$ cat src/rtl/alu_resp_misr.sv
// Response compactor for ALU self-test: folds masked zout vectors into a 16-bit MISR,
// counts per-pattern compare failures and issues a pass/fail verdict per session.
module alu_resp_misr #(
  parameter int unsigned NOUT = 2,
  parameter int unsigned SIGW = 16,
  parameter int unsigned CNTW = 8
) (
  input  logic            clk,
  input  logic            rst_n,
  input  logic            start,
  input  logic [CNTW-1:0] num_pat,
  input  logic [SIGW-1:0] golden_sig,
  input  logic            resp_valid,
  input  logic [NOUT-1:0] resp,
  input  logic [NOUT-1:0] xpct,
  input  logic [NOUT-1:0] mask,
  output logic            busy,
  output logic            done,
  output logic            pass,
  output logic [SIGW-1:0] sig,
  output logic [CNTW-1:0] pat_cnt,
  output logic [CNTW-1:0] fail_cnt,
  output logic [CNTW-1:0] first_fail
);

  localparam logic [SIGW-1:0] Poly = SIGW'(16'h1021);

  typedef enum logic [1:0] {StIdle, StRun, StDone} state_e;

  state_e          state;
  logic [CNTW-1:0] num_pat_q;
  logic [SIGW-1:0] golden_q;

  logic [NOUT-1:0] m;
  logic            pat_fail;
  logic [SIGW-1:0] sig_nxt;
  logic [CNTW-1:0] pat_nxt;
  logic [CNTW-1:0] fail_nxt;

  always_comb begin
    m        = resp & mask;
    pat_fail = |((resp ^ xpct) & mask);
    sig_nxt  = {sig[SIGW-2:0], 1'b0} ^ (sig[SIGW-1] ? Poly : '0) ^ SIGW'(m);
    pat_nxt  = pat_cnt + CNTW'(1);
    // Saturate rather than wrap so a long failing session never reads as clean
    fail_nxt = (pat_fail && (fail_cnt != '1)) ? fail_cnt + CNTW'(1) : fail_cnt;
  end

  always_ff @(posedge clk or negedge rst_n) begin
    if (!rst_n) begin
      state      <= StIdle;
      busy       <= 1'b0;
      done       <= 1'b0;
      pass       <= 1'b0;
      sig        <= '1;
      pat_cnt    <= '0;
      fail_cnt   <= '0;
      first_fail <= '1;
      num_pat_q  <= '0;
      golden_q   <= '0;
    end else begin
      case (state)
        StIdle, StDone: begin
          if (start) begin
            sig        <= '1;
            pat_cnt    <= '0;
            fail_cnt   <= '0;
            first_fail <= '1;
            num_pat_q  <= num_pat;
            golden_q   <= golden_sig;
            if (num_pat != '0) begin
              state <= StRun;
              busy  <= 1'b1;
              done  <= 1'b0;
              pass  <= 1'b0;
            end else begin
              // Empty session: signature stays at its seed value
              state <= StDone;
              busy  <= 1'b0;
              done  <= 1'b1;
              pass  <= (golden_sig == '1);
            end
          end
        end
        StRun: begin
          if (resp_valid) begin
            sig      <= sig_nxt;
            pat_cnt  <= pat_nxt;
            fail_cnt <= fail_nxt;
            // fail_cnt never returns to zero within a session, so it marks the first fail
            if (pat_fail && (fail_cnt == '0)) begin
              first_fail <= pat_cnt;
            end
            if (pat_nxt == num_pat_q) begin
              state <= StDone;
              busy  <= 1'b0;
              done  <= 1'b1;
              pass  <= (sig_nxt == golden_q) && (fail_nxt == '0);
            end
          end
        end
        default: begin
          state <= StIdle;
          busy  <= 1'b0;
          done  <= 1'b0;
        end
      endcase
    end
  end

endmodule

$ cat config.mk
export PLATFORM = sky130hd
export DESIGN_NAME = alu_resp_misr
export DESIGN_NICKNAME = d
export VERILOG_FILES = /design/src/rtl/alu_resp_misr.sv
export SDC_FILE = /design/constraint.sdc
export NUM_CORES = 1
export LEC_CHECK = 0
export BUFFER_PORTS_ARGS = -buffer_cell sky130_fd_sc_hd__buf_2
export CORE_AREA = 2 2 82 84
export DETAILED_ROUTE_END_ITERATION = 10
export DIE_AREA = 0 0 84 86
export PLACE_DENSITY_LB_ADDON = 0.3
export SLEW_MARGIN = 15
export SYNTH_ARGS = -nofsm -noshare
export SYNTH_HDL_FRONTEND = slang
export SYNTH_SLANG_ARGS = --single-unit
$ cat constraint.sdc
create_clock -name clk -period 4 [get_ports clk]
set_input_delay 0.6 -clock clk [delete_from_list [all_inputs] [get_ports clk]]
set_output_delay 0.6 -clock clk [all_outputs]
set_load 0.005 [all_outputs]
# [Yosys cells after proc, flatten, opt, wreduce, memory -nomap -nowiden]
# Cells that the tools add are included.
[classes] add_sub_neg=2 mul=0 div=0 n_lt_le_gt_ge=0 n_eq_ne=10 shifts=0 n_mux=34 bitwise_logic=5 n_reduce_logical=15
[op_table] cell="$mux W8" count=7
[op_table] cell="$pmux W8 S2" count=3
[op_table] cell="$mux W16" count=2
[op_table] cell="$pmux W16 S2" count=1
[op_table] cell="$add A8 B1 Y8 const B" count=2
[op_table] cell="$eq A16 B16 Y1" count=1
[op_table] cell="$eq A16 B16 Y1 const B" count=1
[op_table] cell="$logic_not A8 Y1" count=2
[op_table] cell="$xor A16 B13 Y16" count=1
[op_table] cell="$xor A16 B2 Y16" count=1
[op_table] cell="$mux W13" count=1
[op_table] cell="$mux W1" count=12
[op_table] cell="$eq A8 B8 Y1" count=1
[op_table] cell="$mux W2" count=4
[op_table] cell="$ne A2 B2 Y1 const B" count=4
[op_table] cell="$ne A8 B8 Y1 const B" count=1
[op_table] cell="$reduce_and A4 Y1" count=2
[op_table] cell="$reduce_bool A8 Y1" count=1
[op_table] cell="$pmux W1 S2" count=3
[op_table] cell="$reduce_and A3 Y1" count=2
[op_table] cell="$and A2 B2 Y2" count=2
[op_table] cell="$pmux W2 S2" count=1
[op_table] cell="$reduce_or A2 Y1" count=2
[op_table] cell="$logic_and A1 B1 Y1" count=3
[op_table] cell="other kinds (6)" count=6
[totals] reg_bits=69 latch_bits=0 ram_bits=0 mem_bits_ro=0 input_bits=34 out_inout_bits=43 elab_cells=76 memories=0

# [Logic depth before layout (Yosys ltp)]
[logic_depth] ltp_word=10 mapped_depth=9 depth_no_buf=8

# [Worst setup path after synthesis]
# OpenSTA, ideal clock, no wires.
[synth_timing] path_type="reg2reg" from="register pat_cnt[0]" to="register pass" setup_ps=127 t_arrival_ps=1993 required_ps=3873 slack_ps=1879 stages_incl_launch_ff=7 path_buffers=0 period_less_slack_ps=2121 path_cell_list="dfrtp_1 > nand4_2 > or4_1 > o21a_2 > a2111oi_4 > o21ai_2 > mux2_1"
[synth_between] elab_chain_cells=4
[synth_lines] element="start: declaration" line="21" rtl="output logic [CNTW-1:0] pat_cnt,"
[synth_lines] element="start signal: assignment" line="88" rtl="pat_cnt <= pat_nxt;"
[synth_lines] element="$add A8 B1 Y8" line="44" rtl="pat_nxt = pat_cnt + CNTW'(1);"
[synth_lines] element="$eq A8 B8 Y1" line="94" rtl="if (pat_nxt == num_pat_q) begin"
[synth_lines] element="$ne A2 B2 Y1 (no source line)"
[synth_lines] element="$reduce_and A4 Y1 (no source line)"
[synth_lines] element="end signal: assignment" line="81" rtl="pass <= (golden_sig == '1);"
[synth_lines] element="end signal: assignment" line="98" rtl="pass <= (sig_nxt == golden_q) && (fail_nxt == '0);"
[synth_lines] element="end: declaration" line="19" rtl="output logic pass,"
# Every way passes these cells.
# A chain may end at the register's enable or synchronous reset.

# [Worst setup path after layout]
[layout_timing] from="register state[0]" to="register pass"
[layout_between] elab_chain_cells=4 word_cells_on_any_way=10 cone_classes="eq/ne: 5; mux: 1; reduce/logical: 4"
[layout_lines] element="start: declaration" line="30" rtl="state_e state;"
[layout_lines] element="start signal: assignment" line="51" rtl="state <= StIdle;"
[layout_lines] element="start signal: assignment" line="72" rtl="state <= StRun;"
[layout_lines] element="start signal: assignment" line="78" rtl="state <= StDone;"
[layout_lines] element="$eq A2 B2 Y1 / $logic_not A2 Y1 (equally long branches)" line="62" rtl="case (state)"
[layout_lines] element="$reduce_or A2 Y1" line="62"
[layout_lines] element="$ne A2 B2 Y1 (no source line) / $reduce_bool A2 Y1 (equally long branches)"
[layout_lines] element="$reduce_and A4 Y1 (no source line)"
# Parallel ways exist; a longest one is shown, timed or not.

==> reports/metrics.yaml <==
status: "completed"
dp_slack_ns: 1.45
synth.lib_cells_used.distinct: 50
reg2reg_to: "pass"
drt_first_iter_violations: 235
syn_area_um2: 3600
power.share.sequential_pct: 44.5
yosysWarnings: 0
core_box_area_um2: 6280
final_core_utilization_pct: 67.1
min_path_type: "in -> async"
gr-total-overflow: 0
clock_power_share_pct: 19.4
synth_enable_flop_cells: 0
drive_above_1_share_pct: 25.7
die-height_um: 86
clock_tree.buffer_depth: 2
dpl_cell_area_um2: 4020
synthCells: 413
p_leak_nw: 1.95
synthFlopType: "sky130_fd_sc_hd__dfrtp_1"
crit_chain: "nor2b_1 -> buf_4 -> nand2_1 -> nand2_1 -> o21ai_2 -> mux2_1"
critical_path_depth: 6
critical_path.startpoint_type: "flop"
switching_power_mw: 1.09
final.min_clock_period_ns: 2.60
timing.critical_path.buf_inv: 1
initial_utilization_pct: 57.3
diodes: 0
hold_viol_final: 0
max_clock_freq_mhz: 384
clk-insertion-delay-late_ns: 0.36
fillers: 541
worst-r2r-cell-count: 6
place_congestion: 0.889
placement_rows: 29
post_cts_hold_buffer_count: 0
grt_setup_unrepaired: "no"
vias_after_detailed_routing: 3267
post_cts.repair.setup_buffers: 0
via_per_inst: 5.79
crit_end: "pass"
design_area_um2: 4210
finalWorstSetupSlack_ns: 1.40
detail-route-antenna-nets: 0
worst_path_most_repeated_cell: "sky130_fd_sc_hd__nand2_1"
regToRegStartpoint: "state[0]"
max_cap_violations: 0
wire_length_per_cell_um: 15.5
cts_sinks: 67
max_slew.worst_pin.slew_ns: 0.889
critical-path-top-delay-family: "simple AND/OR/NAND/NOR gates"
final_hpwl_dp_um: 6280
most-common-layout-cells: "sky130_fd_sc_hd__nand2_1 (107), sky130_fd_sc_hd__buf_2 (76), sky130_fd_sc_hd__dfrtp_1 (43), sky130_fd_sc_hd__nor2_1 (37), sky130_fd_sc_hd__o21ai_0 (32)"
switching_share_pct: 37.6
grt_pass1_vias: 3142
setup_clock_skew_after_layout_ns: 0.0101
path_max_fanout: 25
critPathKind: "reg -> reg"
pin_count: 77
numPortBuffers: 76
worst_setup_path_end_kind: "flop"
mean_area_per_synthesized_cell_um2: 8.71
portion_of_the_clock_cycle_consumed_by_the_worst_path_in_the_final_layout_pct: 65.1
seq_area_frac_synth_pct: 47.5
cp_slowest_stage_delay_ns: 0.66
synth-seq-cells: 67
layout.nets: 519
ir_drop_mv: 0.360
pwr_density_cell_nw_per_um2: 690
final.setup.tns_ns: 0
timing_max_transition_violations_final: 0
grt_antenna_before_repair: 0
maxSlewHeadroom_pct: 40.7
layout_overhead_on_the_synthesized_area_pct: 17.2
commonest_non_fill_non_tap_cell_in_the_layout: "sky130_fd_sc_hd__nand2_1"
floorplan.die_area_um2: 7220
dr.pass1.iters: 5
synth-async-reset-ratio_pct: 100
tritoncts: "done"
intPower_mw: 1.81
cts-buffers-inserted: 9
track_usage_pct: 26.3
critical_path_arrival_ns: 2.84
post_cts.resized_instances: 0
grt_first_pass_wirelength_um: 15100
grt_max_degree: 32
die_width_um: 84
cts.htree.levels: 3
hold-worst-slack_ns: 0.278
critical-path-slowest-cell: "sky130_fd_sc_hd__nand2_1"
wl_um: 8760
crit_path_start: "state[0]"
synthesis.nets: 450
timing.final.setup_violations: 0
critical_path_required_ns: 4.24
clock_pin_transition_on_the_worst_setup_and_hold_timing_paths_ns: 0.08
post-route-drc-count: 0
comb_power_share_pct: 36.1
cts_root_buffer: "sky130_fd_sc_hd__clkbuf_8"
worst-r2r-setup-slack_ns: 1.40
sequential cells by signal (all words and copies together), names as in the netlist:
name and flops:
fail_cnt 8, num_pat_q 8, pass 1, sig 16
pat_cnt 8, first_fail 8, golden_q 16, state 2
kinds of logic (layout without fill, tap and decap cells):
group,Yosys count,count (layout),synth area share (%)
AOI/OAI and AO/OA,83,83,14.8
xor gates and xnor gates,30,30,8.14
adders and majority gates,3,3,1.04
buffers and inverters,26,100,2.89
DFF,67,67,47.5
muxes,3,3,0.870
and+or+nand+nor,201,201,24.8
power groups by stage:
stage / combinational [mW] / clock (mW) / sequential [mW]
2_1_floorplan: 0.760 / 0 / 1.22
3_3_place_gp: 1.02 / 0 / 1.29
3_5_place_dp: 1.05 / 0 / 1.30
4_1_cts: 1.06 / 0.572 / 1.29
5_1_grt: 1.21 / 0.603 / 1.33
6_report: 1.05 / 0.565 / 1.29
synthesized netlist by cell type (all sizes together), types with 4 or more instances:
library cell | number | area (µm²)
a21oi | 18 | 90.1
and2 | 4 | 25.0
and3 | 5 | 31.3
buf | 5 | 25.0
clkbuf | 18 | 67.6
dfrtp | 43 | 1080
dfstp | 24 | 631
nand2 | 107 | 402
nand2b | 8 | 50.1
nand3 | 14 | 70.1
nand4 | 7 | 50.1
nor2 | 37 | 139
nor3 | 6 | 30.0
o21ai | 34 | 174
o31ai | 7 | 52.6
xnor2 | 20 | 175
xor2 | 8 | 70.1
final cells by class:
| type | count | area, µm² | share of cell area, % |
|---|---|---|---|
| Clock inverter | 5 | 52.6 | 1.25 |
| Sequential cell | 67 | 1710 | 40.5 |
| Clock buffer | 11 | 141 | 3.36 |
| Timing Repair Buffer | 81 | 418 | 9.92 |
| Inverter | 3 | 11.3 | 0.267 |
| Tap cell | 77 | 96.3 | 2.29 |
| Multi-Input combinational cell | 320 | 1790 | 42.4 |
stage by stage:
step | power, mW | cells
2_1_floorplan | 1.98 | 413
3_3_place_gp | 2.30 | 548
3_5_place_dp | 2.35 | 548
4_1_cts | 2.92 | 564
5_1_grt | 3.14 | 564
6_report | 2.91 | 564
per-layer routing:
metal  GRT usage, %  part of all wire (%)  routed length (µm)  vias up
met5              0                     0                   0        -
met4           8.36                   1.8                 157        0
met3           5.58                   7.1                 620       17
met2           41.8                    48                4160      132
met1           36.4                    44                3820     1561
li1               -                     -                   -     1557
worst register-to-register path, stage by stage (launching register included):
cell	delay [ns]
sky130_fd_sc_hd__dfrtp_1	0.44
sky130_fd_sc_hd__nor2b_1	0.15
sky130_fd_sc_hd__buf_4	0.16
sky130_fd_sc_hd__nand2_1	0.54
sky130_fd_sc_hd__nand2_1	0.66
sky130_fd_sc_hd__o21ai_2	0.20
sky130_fd_sc_hd__mux2_1	0.33
how the worst min path moves through the flow:
stage,endpoint,slack (ns),depth (start not counted)
6_report,pat_cnt[5],0.28,1
3_5_place_dp,sig[3],0.47,2
2_1_floorplan,fail_cnt[0],0.30,0
3_3_place_gp,first_fail[4],0.46,2
4_1_cts,pat_cnt[5],0.30,1
5_1_grt,pat_cnt[5],0.33,1
Power figures use the tool's default switching activity.
